File: src/rtl/fetch_stage.sv
// IF stage: owns the PC, issues imem requests and feeds IF/ID with words, bubbles or holds.
// Zero-wait memory delivers one instruction per cycle; one fetched word is buffered across a hazard stall.
`timescale 1ns/1ps
module fetch_stage #(
    parameter logic [31:0] RESET_PC = 32'h0040_0000,
    parameter logic [31:0] PC_INC   = 32'd4
) (
    input  logic        clk,
    input  logic        reset,
    input  logic        Stall,
    input  logic        Branch_Taken,
    input  logic [31:0] Branch_Target,
    input  logic        Jump,
    input  logic [31:0] Jump_Target,
    input  logic        imem_ready,
    input  logic [31:0] imem_rdata,
    output logic        imem_req,
    output logic [31:0] imem_addr,
    output logic [31:0] Instruction,
    output logic [31:0] PC,
    output logic        Flush,
    output logic        ifId_Write
);

    typedef enum logic [1:0] {FETCH, HOLD, SQUASH} state_t;

    state_t      state, state_nxt;
    logic [31:0] pc, pc_nxt;
    logic [31:0] buffer, buffer_nxt;
    logic [31:0] sq_addr, sq_addr_nxt;
    logic        redirect;
    logic [31:0] target;
    logic [31:0] pc_plus;

    assign redirect = ~Stall & (Branch_Taken | Jump);
    assign target   = (Branch_Taken ? Branch_Target : Jump_Target) & ~32'd3;
    assign pc_plus  = pc + PC_INC;

    always_ff @(posedge clk or negedge reset) begin
        if (!reset) begin
            state   <= FETCH;
            pc      <= RESET_PC;
            buffer  <= '0;
            sq_addr <= '0;
        end else begin
            state   <= state_nxt;
            pc      <= pc_nxt;
            buffer  <= buffer_nxt;
            sq_addr <= sq_addr_nxt;
        end
    end

    always_comb begin
        state_nxt   = state;
        pc_nxt      = pc;
        buffer_nxt  = buffer;
        sq_addr_nxt = sq_addr;
        case (state)
            FETCH: begin
                if (redirect) begin
                    pc_nxt = target;
                    if (!imem_ready) begin
                        sq_addr_nxt = pc;
                        state_nxt   = SQUASH;
                    end
                end else if (imem_ready) begin
                    pc_nxt = pc_plus;
                    if (Stall) begin
                        buffer_nxt = imem_rdata;
                        state_nxt  = HOLD;
                    end
                end
            end
            HOLD: begin
                if (!Stall) begin
                    if (redirect) pc_nxt = target;
                    state_nxt = FETCH;
                end
            end
            SQUASH: begin
                // Keep retargeting until the stale word drains; the last target wins.
                if (redirect) pc_nxt = target;
                if (imem_ready) state_nxt = FETCH;
            end
            default: state_nxt = FETCH;
        endcase
    end

    always_comb begin
        imem_req    = 1'b0;
        imem_addr   = pc;
        Instruction = '0;
        PC          = RESET_PC;
        Flush       = 1'b0;
        ifId_Write  = 1'b1;
        if (reset) begin
            case (state)
                FETCH: begin
                    imem_req = 1'b1;
                    if (!Stall) begin
                        ifId_Write = 1'b0;
                        if (imem_ready && !redirect) begin
                            Instruction = imem_rdata;
                            PC          = pc_plus;
                        end else begin
                            Flush = 1'b1;
                        end
                    end
                end
                HOLD: begin
                    // pc already advanced past the buffered word, so it is that word's PC+4.
                    if (!Stall) begin
                        ifId_Write = 1'b0;
                        if (redirect) begin
                            Flush = 1'b1;
                        end else begin
                            Instruction = buffer;
                            PC          = pc;
                        end
                    end
                end
                SQUASH: begin
                    imem_req  = 1'b1;
                    imem_addr = sq_addr;
                    if (!Stall) begin
                        ifId_Write = 1'b0;
                        Flush      = 1'b1;
                    end
                end
                default: ;
            endcase
        end
    end

endmodule

File: config.mk
export PLATFORM = sky130hd
export DESIGN_NAME = fetch_stage
export DESIGN_NICKNAME = d
export VERILOG_FILES = /design/src/rtl/fetch_stage.sv
export SDC_FILE = /design/constraint.sdc
export NUM_CORES = 1
export LEC_CHECK = 0
export CORE_MARGIN = 5
export CORE_UTILIZATION = 50
export DETAILED_ROUTE_END_ITERATION = 8
export HOLD_SLACK_MARGIN = 0.06
export PLACE_DENSITY = 0.93
export SYNTH_ARGS = -nofsm -noshare
export SYNTH_HDL_FRONTEND = slang
export SYNTH_SLANG_ARGS = --single-unit
export TNS_END_PERCENT = 5
File: constraint.sdc
create_clock -name clk -period 4.8 [get_ports clk]
set_clock_uncertainty 0.15 [all_clocks]
set_input_delay 0.72 -clock clk [delete_from_list [all_inputs] [get_ports clk]]
set_output_delay 0.72 -clock clk [all_outputs]
set_load 0.005 [all_outputs]
# Word-level counts from Yosys, hierarchy flattened
# Cells that the tools add are included.
[word_totals]
ff_bits = 98
input_bits = 102
output_inout_bits = 99
word_cells = 66
[classes]
add_sub_neg = 1
n_eq_ne = 7
muxes = 39
bitwise = 5
n_reduce_logical = 10
[ops]
columns = ["cell", "n"]
rows = [
  ["$mux W32", 17],
  ["$pmux W32 S2", 2],
  ["$pmux W32 S3", 1],
  ["$add A32 B3 Y32 const B", 1],
  ["$mux W2", 6],
  ["$mux W1", 11],
  ["$ne A3 B3 Y1 const B", 3],
  ["$pmux W2 S3", 1],
  ["$reduce_and A3 Y1", 2],
  ["$reduce_and A5 Y1", 1],
  ["$ne A2 B2 Y1 const B", 2],
  ["$reduce_and A4 Y1", 1],
  ["$not A1 Y1", 3],
  ["$pmux W1 S3", 1],
  ["$reduce_bool A3 Y1", 1],
  ["$reduce_or A3 Y1", 1],
  ["$eq A2 B1 Y1 const B", 1],
  ["$eq A2 B2 Y1 const B", 1],
  ["$logic_not A2 Y1", 1],
  ["$reduce_or A2 Y1", 1],
  ["$and A1 B1 Y1", 1],
  ["$logic_and A1 B1 Y1", 1],
  ["$logic_not A1 Y1", 1],
  ["$or A1 B1 Y1", 1],
]

# Longest topological paths before layout
# Gate-level depths: netlist of run 1.
[logic_depth]
ltp_word = 8
mapped_depth = 10
mapped_depth_nobuf = 7

# Worst setup path after synthesis of run 1
# OpenSTA, ideal clock, no wires.
[synth_timing]
path_kind = "input -> output"
startpoint = "in Branch_Taken"
endpoint = "out PC[20]"
t_arrival_ns = 2.038
required_time_ns = 3.930
slack_ns = 1.892
cell_stages = 7
n_path_buf = 3
path_cell_list = "buf_2 or2_1 buf_2 nor3_4 buf_2 a31oi_1 a311oi_1"
[synth_between]
elab_chain_len = 8
word_cells_on_any_way = 10
cone_classes = "mux: 6; bitwise: 2; reduce/logical: 2"
[synth_rtl]
columns = ["element", "line", "text"]
rows = [
  ["start: declaration", "11", "input logic Branch_Taken,"],
  ["$or A1 B1 Y1 *", "35", "assign redirect = ~Stall & (Branch_Taken | Jump);"],
  ["$and A1 B1 Y1 *", "35", ""],
  ["$logic_not A1 Y1", "102", "if (imem_ready && !redirect) begin"],
  ["$logic_and A1 B1 Y1", "102", ""],
  ["$mux W32", "102", ""],
  ["$mux W32", "100", "if (!Stall) begin"],
  ["$pmux W32 S2 *", "97", "case (state)"],
  ["$mux W32 *", "96", "if (reset) begin"],
  ["end: declaration", "20", "output logic [31:0] PC,"],
]
# Mark *: on every way between the ends. The rest lies on a longest branch, timed or not.

# Final worst setup path of run 1
[layout_timing]
startpoint = "reg pc[2]"
endpoint = "out PC[14]"
[layout_between]
elab_chain_len = 5
[layout_rtl]
columns = ["element", "line", "text"]
rows = [
  ["start: declaration", "28", "logic [31:0] pc, pc_nxt;"],
  ["start signal: assignment", "47", "pc <= pc_nxt;"],
  ["$add A32 B3 Y32", "37", "assign pc_plus = pc + PC_INC;"],
  ["$mux W32", "102", ""],
  ["$mux W32", "100", ""],
  ["$pmux W32 S2", "97", ""],
  ["$mux W32", "96", ""],
]
# No other way between the ends.

==> metrics, run 1 <==
status=complete, no violations; die width=124 µm; Slew Viols, Final=0; post-route setup TNS=0 ns; WP data arrival=3.30 ns; Syn. warnings=0; gpl congestion=0.887; Synth Area in Compound Gates=20.3%; initial core utilization=51.1%; DR DRC count=0; antenna fix cells=0; area of the die=15300 µm²; drt total wl=20.5 mm; Final Power=roughly 4.7 mW; most common cell in the netlist=mux2_2; I/O pins=about 200; gr usage total=26.8%; crit-path max FO=9; nets=959; Post-Synth XOR/XNOR Area=0%; Startpoint Class=register; Clock Tree Buf Depth=2; Worst Tran Pin Value=0.927 ns; clock latency on the worst-skew pair=0.35 ns; unrepaired setup endpoints after global routing=no; Post-Synth Simple-Gate Area=between 15 and 20%; DRT antenna net count=0; maximum clock rate=240 MHz; register area share after synthesis=36.3%; crit path kind=register to output port; starting DRC count in detailed routing=701; post-synthesis adder-cell area fraction=0.966%; Worst-path clk slew=0.07 ns; clk sink count=between 90 and 100; Synth top area share=35.9%; IO Port Bufs=192; first-pass GRT wire length=~32 mm; Post-CTS Setup Bufs=0; # rows=between 40 and 50; share of post-route cells with drive strength above 1=16.8%; Yosys cell types=61; startpoint of the worst-slack reg-to-reg timing path=state[0]$_DFFE_PN0P_; Max Cap Viol=0; Avg WL per Cell=between 15 and 20 µm; main combinational cell family by area after synthesis=compound AO/OA/AOI/OAI gates; Cell Pwr Density=532 nW/µm²; final number of setup-violating endpoints=0; largest net degree at the start of global routing=56; Area contributors post-synth=dfrtp_1 (36%), mux2_2 (17%), a22oi_1 (3.8%); most area-hungry cell type in the Yosys netlist=dfrtp_1; Crit. End Element=output port; top cells by count, synth=mux2_2 (99), dfrtp_1 (93), nor2_1 (58), nand2_1 (57), a21oi_1 (38); CTS Buf Count=9; CP endpoint=PC[14]; FF+latch count, synth=94; synthesis-to-finish area growth=35.1%; vias per cell=6.15; Post-Syn Area=6480 µm²; mux contribution to synthesized area=19.8%; combined area of the multi-input logic cells=3770 µm²; FF-to-FF setup slack=2.00 ns; initial antenna violation count=0; DR pass1 iterations=5; grt total ovfl=0; core region area=12700 µm²; post-layout util=between 60% and 70%; CTS tree=done; CP Launch Point=pc[2]$_DFFE_PN0P_; Rel. slew slack=approximately two fifths; CP Data Required Time=3.93 ns; endpoints failing hold=0; post-synthesis instance total=701; vias in the first global route=a little over 6000; FFs w/ async S/R, synth=100%; HP Class=register to register; r2r endpoint=sq_addr[29]$_DFFE_PN0P_; worst-case reg-to-reg path depth=6; syn avg cell area=9.24 µm²; Filler cells=935; Reg area=2350 µm²; Max VDD drop=0.297 mV; DR vias=between 6000 and 7000; Die Height=about 120 µm; LEAKAGE=3.37 nW; fin crit share=between 80% and 90%; EDFF count, synth=0; post-detail-place hpwl=14.5 mm; clk root buf=clkbuf_16; CTS H-tree lvls=3; Main synth FF type=dfrtp_1; Hold WS=0.356 ns; fin crit period=approximately 4.2 ns
-- repair_timing --
action | 4_1_cts | 5_1_grt
hold buffers | 1 | 0
gates resized for setup | 0 | 0
setup endpoints to repair | 0 | 0
endpoints found under the hold margin | 7 | 0
-- kinds of logic (layout without fill, tap and decap cells) --
kind of cell               after synthesis  after routing
AOI/OAI and AO/OA                      191            191
adders and majority gates                5              5
buffers and inverters                   83            236
DFF                                     94             94
muxes                                  116            116
other                                    1              4
and+or+nand+nor                        211            211
-- report_power, final --
group          switching (mW)  total [mW]  internal (mW)
Clock                   0.321       0.743          0.422
Combinational            1.02        2.27           1.25
Sequential              0.447        1.64           1.19
Total                    1.79        4.66           2.87
-- layer usage --
layer,vias up,share of wire [%],global-route usage [%]
li1,2894,-,-
met2,353,49,44.5
met4,0,2.0,9.69
met1,3048,38,32.2
met5,-,0,0
met3,33,12,9.17
-- metrics by stage --
step / area, µm² / instances / worst slack [ns]
2_1_floorplan: 6490 / 704 / 1.89
3_3_place_gp: 8440 / 1012 / 0.815
3_5_place_dp: 8440 / 1012 / 0.820
4_1_cts: 8750 / 1029 / 0.684
5_1_grt: 8750 / 1029 / 0.433
6_report: 8750 / 1029 / 0.632
-- state kept, by name, indices dropped and copies added, names as in the netlist --
signal	cells
buffer	32
state	2
sq_addr	30
pc	30
-- area by class of cell --
type | instances | area share (%)
timing repair buffer | 209 | 23.7
sequential | 94 | 26.9
multi-input combinational | 527 | 43.1
tap | 172 | 2.46
clock buffer | 12 | 2.82
clock inverter | 4 | 0.629
inverter | 11 | 0.472
-- worst max-delay path, stage by stage (launching register included) --
cell and delay [ns]:
dfrtp_1 0.52, ha_1 0.34, nand4_1 0.22, nor2_1 0.63
and3_1 0.34, a21oi_1 0.08, nor3b_1 0.24, clkdlybuf4s50_1 0.58
-- cells in the final DEF (no fill, tap or decap), drive strengths merged, types with 2 or more instances in the layout --
cell type,Yosys,routed
clkdlybuf4s50,0,190
mux2,99,99
dfrtp,93,93
nor2,59,59
nand2,57,57
a21oi,39,39
a22oi,33,33
a31oi,25,25
nor3,22,22
o21ai,19,19
buf,41,18
mux2i,17,17
o22a,12,12
nor2b,12,12
a211oi,12,12
a2bb2oi,12,12
inv,11,12
clkbuf,31,12
nand3,11,11
and3,10,10
o22ai,9,9
nand4,9,9
nor4,7,7
a311oi,6,6
and4,5,5
nor3b,5,5
o21a,5,5
ha,5,5
a21o,4,4
conb,1,4
and2,4,4
nand2b,3,3
or3,3,3
o311ai,2,2
o211ai,2,2
a22o,2,2
or2,2,2
-- how the worst min path moves through the flow --
stage / start / to / slack (ns) / cells after the start
2_1_floorplan: reset / buffer[0]$_DFFE_PN0P_ / 0.27 / 0
3_3_place_gp: sq_addr[13]$_DFFE_PN0P_ / sq_addr[13]$_DFFE_PN0P_ / 0.33 / 1
3_5_place_dp: sq_addr[27]$_DFFE_PN0P_ / sq_addr[27]$_DFFE_PN0P_ / 0.34 / 1
4_1_cts: sq_addr[22]$_DFFE_PN0P_ / sq_addr[22]$_DFFE_PN0P_ / 0.36 / 1
5_1_grt: buffer[28]$_DFFE_PN0P_ / buffer[28]$_DFFE_PN0P_ / 0.38 / 1
6_report: sq_addr[13]$_DFFE_PN0P_ / sq_addr[13]$_DFFE_PN0P_ / 0.36 / 1
Power figures use the tool's default switching activity.
==> run 2, diff against run 1 <==
- CORE_UTILIZATION: 50 -> 52
- PLACE_DENSITY: 0.93 -> 0.95
==> run 2 against run 1 <==
  * Sequential power barely moved
  * Wire length rose by 2.1%
  * Critical path type is now input port to output port
  * Die area fell by 3.5%
  * Critical endpoint is now PC[25]
==> metrics, run 2 (synthesis results as in run 1) <==
status=complete, no violations (unchanged); commonest non-fill, non-tap cell in the layout=clkdlybuf4s50_1 (unchanged); maximum clock rate=238 MHz (was 240 MHz); Crit. End Element=output port (unchanged); Rel. slew slack=38.7% (was 38.2%); CTS Buf Count=9 (unchanged); IO Port Bufs=192 (unchanged); post-route setup TNS=0 ns (unchanged); synthesis-to-finish area growth=35.0% (was 35.1%); Avg WL per Cell=20.4 µm (was 19.9 µm); final number of setup-violating endpoints=0 (unchanged); hold path depth=1 (unchanged); Placed Instances=1010 (was 1012); post-detail-place hpwl=14.7 mm (was 14.5 mm); worst-case reg-to-reg path depth=7 (was 6); drt total wl=20.9 mm (was 20.5 mm); initial core utilization=53.5% (was 51.1%); r2r endpoint=pc[2]$_DFFE_PN0P_ (was sq_addr[29]$_DFFE_PN0P_); initial antenna violation count=0 (unchanged); max reg flops=32 (unchanged); # rows=40 (was 41); combinational share of power=49.0% (was 48.8%); commonest non-fill, non-tap cells in the layout=clkdlybuf4s50_1 (190), mux2_2 (99), dfrtp_1 (93) (unchanged); largest registers=buffer (32), pc (30), sq_addr (30) (unchanged); core region area=12100 µm² (was 12700 µm²); clock latency on the worst-skew pair=0.35 ns (about the same); Slew Viols, Final=0 (unchanged); crit path kind=input port to output port (was register to output port); nets=961 (was 959); FF-to-FF setup slack=1.97 ns (was 2.00 ns); switching share of power=38.7% (was 38.5%); grt met2 use=46.4% (was 44.5%); fin cells=1026 (was 1029); Most flops, register=buffer (unchanged); share of post-route cells with drive strength above 1=17.1% (was 16.8%); CP Data Required Time=3.93 ns (about the same); starting DRC count in detailed routing=701 (unchanged); LEAKAGE=3.38 nW (was 3.37 nW); clk sink count=94 (unchanged); unrepaired setup endpoints after global routing=no (unchanged); Post-CTS Setup Bufs=0 (unchanged); crit-path max FO=16 (was 9); Seq pwr share=35.2% (about the same); Hold Startpoint=sq_addr[9]$_DFFE_PN0P_ (was sq_addr[13]$_DFFE_PN0P_); fin crit period=4.21 ns (was 4.17 ns); GRT Max-Usage Layer=met2 (unchanged); DR pass1 iterations=5 (unchanged); Cell Pwr Density=535 nW/µm² (was 532 nW/µm²); area of the die=14800 µm² (was 15300 µm²); gpl congestion=0.894 (was 0.887); startpoint of the worst-slack reg-to-reg timing path=state[1]$_DFFE_PN0P_ (was state[0]$_DFFE_PN0P_); Max Cap Viol=0 (unchanged); endpoints failing hold=0 (unchanged); gr usage total=28.4% (was 26.8%); Clock Tree Buf Depth=2 (unchanged); Psw=1.81 mW (was 1.79 mW); cell internal pwr=2.87 mW (about the same); DRT antenna net count=0 (unchanged); Hold EP=sq_addr[9]$_DFFE_PN0P_ (was sq_addr[13]$_DFFE_PN0P_); post-layout util=72.2% (was 69.0%); Final Power=4.68 mW (was 4.66 mW); Max VDD drop=0.298 mV (was 0.297 mV); DR DRC count=0 (unchanged); post_cts resized=0 (unchanged); Die Height=122 µm (was 124 µm); antenna fix cells=0 (unchanged); fin crit share=87.7% (was 86.8%); DR vias=6420 (was 6328); Startpoint Class=input port (was register); grt total ovfl=0 (unchanged); CTS H-tree lvls=3 (unchanged); Worst-path clk slew=0.07 ns (about the same); vias per cell=6.26 (was 6.15); first-pass GRT wire length=33.4 mm (was 32.2 mm); WP data arrival=3.34 ns (was 3.30 ns); largest net degree at the start of global routing=54 (was 56); Worst Tran Pin Value=0.919 ns (was 0.927 ns); clk root buf=clkbuf_16 (unchanged); I/O pins=201 (unchanged); CTS tree=done (unchanged); vias in the first global route=6631 (was 6229); Hold Buf Count CTS=1 (unchanged); die width=122 µm (was 124 µm); GR Util met1=33.6% (was 32.2%); HP Class=register to register (unchanged); M3 GR Usage=9.66% (was 9.17%); Clk pwr share=15.8% (was 16.0%)
[run 2: final cells by class]
cell class | instances | area, µm²
Fill cell | 876 | 3370
Sequential cell | 94 | 2350
Multi-Input combinational cell | 527 | 3780
Clock inverter | 5 | 60.1
Timing Repair Buffer | 211 | 2060
Clock buffer | 10 | 239
Inverter | 11 | 41.3
Tap cell | 168 | 210
[run 2: critical path, cell delays in order]
cell and delay (ns):
clkdlybuf4s50_1 0.45, nor3_1 0.38, nand2_1 0.18, nor2_2 0.56
o21ai_0 0.18, a31oi_1 0.30, clkdlybuf4s50_1 0.56
[run 2: power by group through the flow]
stage	clock network [mW]	registers [mW]	logic, mW
after detailed placement	0	1.63	2.27
final	0.740	1.65	2.29
after global placement	0	1.60	2.20
after CTS	0.747	1.62	2.29
after floorplan	0	1.39	1.58
after global routing	0.784	1.71	2.49
[run 2: metal layers]
| layer | wire length (µm) | vias up |
|---|---|---|
| met5 | 0 | - |
| met4 | 619 | 0 |
| met3 | 2480 | 57 |
| met2 | 9880 | 415 |
| met1 | 7950 | 3055 |
| li1 | - | 2893 |
[run 2: how the worst max path moves through the flow]
stage	from	end	slack, ns	cells past startpoint
after detailed placement	Jump	PC[25]	0.69	7
after floorplan	Branch_Taken	PC[20]	1.89	7
after global routing	reset	PC[18]	0.46	7
after global placement	Jump	PC[25]	0.75	7
after CTS	reset	PC[18]	0.63	7
final	Jump	PC[25]	0.59	7
[run 2: metrics by stage]
step | worst slack (ns) | area [µm²] | hold WS, ns
2_1_floorplan | 1.89 | 6490 | 0.274
3_3_place_gp | 0.749 | 8430 | 0.334
3_5_place_dp | 0.691 | 8430 | 0.344
4_1_cts | 0.625 | 8740 | 0.359
5_1_grt | 0.463 | 8740 | 0.376
6_report | 0.590 | 8740 | 0.357
